[src/rtl/instr_fetch_unit.sv]
// Multicycle instruction fetch unit: fetches IR (and DI for LDI)
// over a req/ack memory port, advances PC, pulses fetch_done.
module instr_fetch_unit #(
    parameter int unsigned       DATA_W   = 13,
    parameter int unsigned       ADDR_W   = 13,
    parameter logic [ADDR_W-1:0] RESET_PC = '0,
    parameter logic [2:0]        LDI_OP   = 3'b101
) (
    input  logic              clk,
    input  logic              rst,
    input  logic              fetch_start,
    input  logic              flush,
    input  logic              pc_load,
    input  logic [ADDR_W-1:0] pc_target,
    output logic              mem_req,
    output logic [ADDR_W-1:0] mem_addr,
    input  logic [DATA_W-1:0] mem_rdata,
    input  logic              mem_ack,
    output logic [DATA_W-1:0] ir,
    output logic [DATA_W-1:0] di,
    output logic [3:0]        opcode,
    output logic              ir_valid,
    output logic              fetch_done,
    output logic              busy,
    output logic [ADDR_W-1:0] pc
);

    typedef enum logic [1:0] {
        IDLE   = 2'd0,
        REQ_IR = 2'd1,
        REQ_DI = 2'd2,
        DONE   = 2'd3
    } state_t;

    state_t state;
    state_t state_nxt;
    logic   is_ldi;

    assign is_ldi   = (mem_rdata[DATA_W-1 -: 3] == LDI_OP);
    assign mem_addr = pc;
    assign opcode   = ir[DATA_W-1 -: 4];

    // State register
    always_ff @(posedge clk or posedge rst) begin
        if (rst) begin
            state <= IDLE;
        end else begin
            state <= state_nxt;
        end
    end

    // Next-state logic; flush wins over a same-cycle ack
    always_comb begin
        state_nxt = state;
        unique case (state)
            IDLE: begin
                if (fetch_start) state_nxt = REQ_IR;
            end
            REQ_IR: begin
                if (flush)        state_nxt = IDLE;
                else if (mem_ack) state_nxt = is_ldi ? REQ_DI : DONE;
            end
            REQ_DI: begin
                if (flush)        state_nxt = IDLE;
                else if (mem_ack) state_nxt = DONE;
            end
            DONE: begin
                state_nxt = IDLE;
            end
            default: state_nxt = IDLE;
        endcase
    end

    // Control outputs decoded from state only
    always_comb begin
        mem_req    = 1'b0;
        fetch_done = 1'b0;
        busy       = 1'b1;
        unique case (state)
            IDLE:    busy       = 1'b0;
            REQ_IR:  mem_req    = 1'b1;
            REQ_DI:  mem_req    = 1'b1;
            DONE:    fetch_done = 1'b1;
            default: busy       = 1'b1;
        endcase
    end

    // PC, IR, DI and IR-valid datapath registers
    always_ff @(posedge clk or posedge rst) begin
        if (rst) begin
            pc       <= RESET_PC;
            ir       <= '0;
            di       <= '0;
            ir_valid <= 1'b0;
        end else begin
            unique case (state)
                IDLE: begin
                    if (pc_load)             pc       <= pc_target;
                    if (flush || fetch_start) ir_valid <= 1'b0;
                end
                REQ_IR: begin
                    if (flush) begin
                        ir_valid <= 1'b0;
                    end else if (mem_ack) begin
                        ir       <= mem_rdata;
                        pc       <= pc + ADDR_W'(1);
                        ir_valid <= !is_ldi;
                    end
                end
                REQ_DI: begin
                    if (flush) begin
                        ir_valid <= 1'b0;
                    end else if (mem_ack) begin
                        di       <= mem_rdata;
                        pc       <= pc + ADDR_W'(1);
                        ir_valid <= 1'b1;
                    end
                end
                DONE: begin
                    if (flush) ir_valid <= 1'b0;
                end
                default: ir_valid <= 1'b0;
            endcase
        end
    end

endmodule

[config.mk]
export PLATFORM = sky130hd
export DESIGN_NAME = instr_fetch_unit
export DESIGN_NICKNAME = d
export VERILOG_FILES = /design/src/rtl/instr_fetch_unit.sv
export SDC_FILE = /design/constraint.sdc
export NUM_CORES = 1
export LEC_CHECK = 0
export ABC_AREA = 1
export CORE_MARGIN = 2
export CORE_UTILIZATION = 40
export CTS_BUF_LIST = sky130_fd_sc_hd__clkbuf_4 sky130_fd_sc_hd__clkbuf_8 sky130_fd_sc_hd__clkbuf_16
export DETAILED_ROUTE_END_ITERATION = 7
export PLACE_DENSITY = 0.78
export SETUP_SLACK_MARGIN = 0.15
export SYNTH_ARGS = -nofsm -noshare
export SYNTH_HDL_FRONTEND = slang
export SYNTH_SLANG_ARGS = --single-unit
[constraint.sdc]
create_clock -name clk -period 1.9 [get_ports clk]
set_input_delay 0.285 -clock clk [delete_from_list [all_inputs] [get_ports clk]]
set_output_delay 0.285 -clock clk [all_outputs]
set_load 0.005 [all_outputs]
# == Word-level counts from Yosys, hierarchy flattened ==
# Index checks and enable logic that the tools add are counted.
# totals
regBits,42
latch_bits,0
ram_bits,0
mem_bits_ro,0
input_bits,32
output_inout_bits,60
word_cells,50
mem_count,0
# classes
add_sub_neg,1
n_mul,0
div,0
order_cmp,0
eq_ne,12
shifts,0
muxes,21
bitwise,1
reduce_logical,10
# op_table
operator,count
$mux W13,3
$pmux W13 S2,1
$add A13 B1 Y13 const B,1
$mux W1,10
$mux W2,5
$ne A2 B2 Y1 const B,5
$reduce_and A3 Y1,3
$pmux W2 S4,1
$reduce_and A4 Y1,2
$ne A3 B3 Y1 const B,2
$eq A2 B2 Y1 const B,2
$pmux W1 S4,1
$eq A3 B3 Y1 const B,1
$eq A2 B1 Y1 const B,1
$logic_not A2 Y1,1
$ne A2 B1 Y1 const B,1
$reduce_bool A2 Y1,1
$reduce_or A2 Y1,1
$logic_not A1 Y1,1
$logic_or A1 B1 Y1,1
$not A1 Y1,1

# == Depth between registers and ports, before layout ==
# Gate-level depths: netlist of the first run.
# depth
depth_word,5
mapped_depth,10

# == Worst setup path before layout of the first run ==
# Ideal clock, no wire load.
# synth_timing
path_type,flip-flop to flip-flop
from,register state[0]
to,register pc[3] (netlist: mem_addr[3])
setup_ps,121
arrival_time_ps,1414
required_ps,1779
slack_ps,365
path_stages_with_launch,9
path_buffers,2
path_cell_list,dfrtp_1 > inv_1 > ha_1 > buf_6 > nand2_1 > nand3_4 > buf_6 > nor2_1 > a21oi_2
# synth_via
elab_chain_cells,4
word_cells_on_any_way,10
# synth_rtl
item,line,text
from (decl),35,state_t state;
from (signal assigned),48,state <= state_nxt;
$eq A2 B2 Y1 or $eq A2 B1 Y1 (tied branches),96,unique case (state)
$reduce_or A2 Y1 (no source line),--,
$ne A2 B1 Y1 (no source line) (tied with other cells),--,
$reduce_and A4 Y1 (no source line),--,
to (signal assigned),98,if (pc_load) pc <= pc_target;
to (signal assigned),106,pc <= pc + ADDR_W'(1);
to (signal assigned),115,pc <= pc + ADDR_W'(1);
to (decl),25,output logic [ADDR_W-1:0] pc
# Several ways; a longest one is shown, not always the timed one.
# A chain may end at the register's enable or synchronous reset.

# == Worst setup path in the final report of the first run ==
# layout_timing
from,register state[0]
to,output fetch_done
# layout_via
elab_chain_cells,2
# layout_rtl
item,line,text
$eq A2 B2 Y1,79,unique case (state)
$mux W1,79,
to (decl),23,"output logic fetch_done,"
# Every way passes these cells.

==> results.md, run 1 <==
* Antenna Cells at 0
* Synth area leaders: dfrtp_1 (46%), nand2_1 (13%), o21ai_0 (7.4%), buf_4 (5.9%), inv_1 (5.2%)
* CP max stage cell: clkdlybuf4s50_1
* TritonCTS Sinks at 42
* Iteration-0 DRC Markers at between 150 and 200
* Leakage at approximately 1.5 nW
* Crit-path max FO at 4
* Sequential fraction of the synthesis area at 45.8%
* Post-synth top flop: dfrtp_1
* Vias in the first global route at around 2100
* I/O pin count at 92
* Register-to-Register Path Depth at 7
* NumNets Final at around 410
* Num CTS Buffers at 5
* Most common cell in the netlist: nand2_1
* RD Place Congestion at a little under 0.9
* Final HPWL DP at about 4100 um
* Site row count at 27
* Post-Synth XOR/XNOR Area at less than 1%
* Final std cell area, no fill at 3310 um^2
* CTS Buffer Depth at 2
* Async SR Flop Fraction at 100%
* Post-synthesis adder-cell area fraction at about 2.7%
* Cell count after synthesis at 292
* Setup total negative slack at 0 ns
* Skew final at between 0.004 and 0.005 ns
* Mux contribution to synthesized area at 0%
* DRT Pass-1 Iters at 4
* Compound-Gate Fraction of Synth Area at about 11%
* Maxcap violations at 0
* Initial Utilization at 41.5%
* H-tree levels at 2
* CP Cell Sequence: ha_1 > clkdlybuf4s50_1
* Die width at 79.8 um
* DR vias/cell at 4.80
* Die Ht at 79.8 um
* Worst Path Required at roughly 1.6 ns
* Avg Inst Size Synth at roughly 7.9 um^2
* Setup CP Type: flip-flop to primary output
* Clk Latency, worst-skew pair at slightly below 0.3 ns
* Vias at between 2000 and 2500
* Die area at 6360 um^2
* Root buf cell: clkbuf_8
* Main combinational cell family by area after synthesis: simple AND/OR/NAND/NOR gates
* Reg2reg start: state[1]
* First-pass GRT wire length at approximately 9700 um
* WP data arrival at about 1.4 ns
* Share of the synthesized area in the top cell type at a little under half
* WL final at about 6000 um
* Syn_nets at around 330
* Largest net degree at the start of global routing at 29
* Antenna violations before repair at 0
* R2R Path End: mem_addr[7]
* Post-synthesis register bit count at 42
* Synth area leader: dfrtp_1
* Remaining Overflow, GRT at 0
* CTS tree: done
* P&R area growth vs syn at 44.2%
* Power Dens Cells at ~1800 nW/um^2
* Buffers on Ports at 91
* Place WS at about 0.17 ns
* Gr usage total at 19.4%
* Max Fclk at 591 MHz
* Cell Area, Synth at ~2300 um^2
* Type of origin of the critical path: flip-flop
* Slowest cell delay on critical path at 0.51 ns
* Core Footprint at about 5500 um^2
* Slew headroom at between 50% and 60%
* Status: complete, no violations
* Measured slew at the worst slew-check pin at 0.632 ns
* Clock transition at path regs at 0.08 ns
* Post-route ant nets at 0
* Slack of the critical path at a little over 0.2 ns
* Peak supply drop at a little under 1 mV
* Residual DRC at 0
* Unrepaired setup endpoints after global routing: no
* Syn. warnings at 0
* Post-synth top cells: nand2_1 (82), dfrtp_1 (42), o21ai_0 (34)
* R2R Setup Slk at 0.24 ns
* Crit end category: primary output
* Worst hold path class: primary input to async pin
* Layout cell share with drive strength beyond 1 at 8.89%
* Synth cell types at 29
* Final period util at about nine tenths
* Post-synth EDFFs at 0
* Pins Over Slew Limit at 0
* Post-synthesis simple-gate area fraction at 25.7%
* Final Hold Vio Count at 0
* Final Setup Violations at 0
* Clock period minus worst slack at around 1.7 ns
* Area post-placement at 3140 um^2
* WL/cell at 13.2 um
## per-stage QoR
step           total power, mW  util (%)  std cells  hold WS (ns)
2_1_floorplan             3.57         -        292         0.435
3_3_place_gp              4.82      56.7        432         0.466
3_5_place_dp              4.92      56.7        432         0.473
4_1_cts                   5.82      59.6        443         0.335
5_1_grt                   6.32      59.8        443         0.361
6_report                  5.82      59.8        443         0.318
## power breakdown
group	switching, mW	total, mW	internal [mW]
Sequential	0.411	1.75	1.34
Clock	0.317	0.723	0.407
Combinational	1.54	3.35	1.81
Total	2.26	5.82	3.56
## logic make-up (layout without fill, tap and decap cells)
family	after synthesis	count (layout)
buffers and inverters	60	139
and+or+nand+nor	136	136
AOI/OAI and AO/OA	47	47
xor gates and xnor gates	2	2
adders and majority gates	5	5
DFF	42	42
## flip-flops by register name, indices dropped and copies added (netlist names)
name,count
state,2
ir_valid,1
mem_addr,13
ir,13
di,13
## layout by cell type (no fill, tap or decap), drive strengths merged
master / synthesis / routed
buf: 23 / 5
dlygate4sd2: 0 / 1
bufinv: 0 / 1
o21ai: 37 / 37
o21a: 1 / 1
a31oi: 2 / 2
clkbuf: 2 / 6
or2: 1 / 1
xnor2: 2 / 2
clkinv: 1 / 2
nand3: 16 / 16
clkdlybuf4s50: 0 / 89
o21bai: 1 / 1
nand2: 85 / 85
dfrtp: 42 / 42
o22ai: 1 / 1
clkinvlp: 0 / 1
ha: 5 / 5
nor2: 28 / 28
nand4: 6 / 6
inv: 34 / 33
a21oi: 5 / 5
dlymetal6s2s: 0 / 1
## final cells by class
cell class                      count  area [um^2]
Clock buffer                        6         76.3
Clock inverter                      2         37.5
Fill cell                         494         2230
Inverter                           35          141
Multi-Input combinational cell    190          938
Sequential cell                    42         1050
Tap cell                           72         90.1
Timing Repair Buffer               96          978
## per-layer routing
metal	part of all wire (%)	GRT usage (%)	routed length, um	vias to the layer above
met1	43	25.9	2520	968
met4	2.8	8.81	167	0
met5	0	0	0	-
met2	49	30.1	2860	80
li1	-	-	-	1065
met3	5.5	4.41	323	14
## worst max-delay path by stage
stage,startpoint,to,cells after the start
after global placement,state[0],mem_req,3
after global routing,state[1],mem_addr[7],7
after floorplan,state[0],mem_addr[3],8
final,state[0],fetch_done,2
after CTS,state[0],mem_req,3
after detailed placement,state[0],mem_addr[7],6
## worst max-delay path, delay by kind of cell, from the launching register on
| family | cells | cell delay, ns |
|---|---|---|
| buf+inv | 1 | 0.51 |
| flops | 1 | 0.41 |
| fa+ha+maj | 1 | 0.20 |
## timing repair
item | 4_1_cts | 5_1_grt
hold buffers | 0 | 0
endpoints found under the setup margin | 4 | 3
endpoints found under the hold margin | 0 | 0
setup buffers | 3 | 0
gates cloned | 0 | 0
resized for setup | 5 | 4
pin swaps | 1 | 0
No activity file was read; power rests on OpenSTA's default activity.
==> inputs of run 2 (changes only) <==
CAP_MARGIN = 20   (was not set)
==> results of run 2 <==
Same layout as run 1: the final DEF is identical, and so are final timing and power.
==> inputs of run 3 (changes only) <==
CTS_CLUSTER_DIAMETER = 80   (was not set)
==> results of run 3 <==
Same layout as run 1: the final DEF is identical, and so are final timing and power.
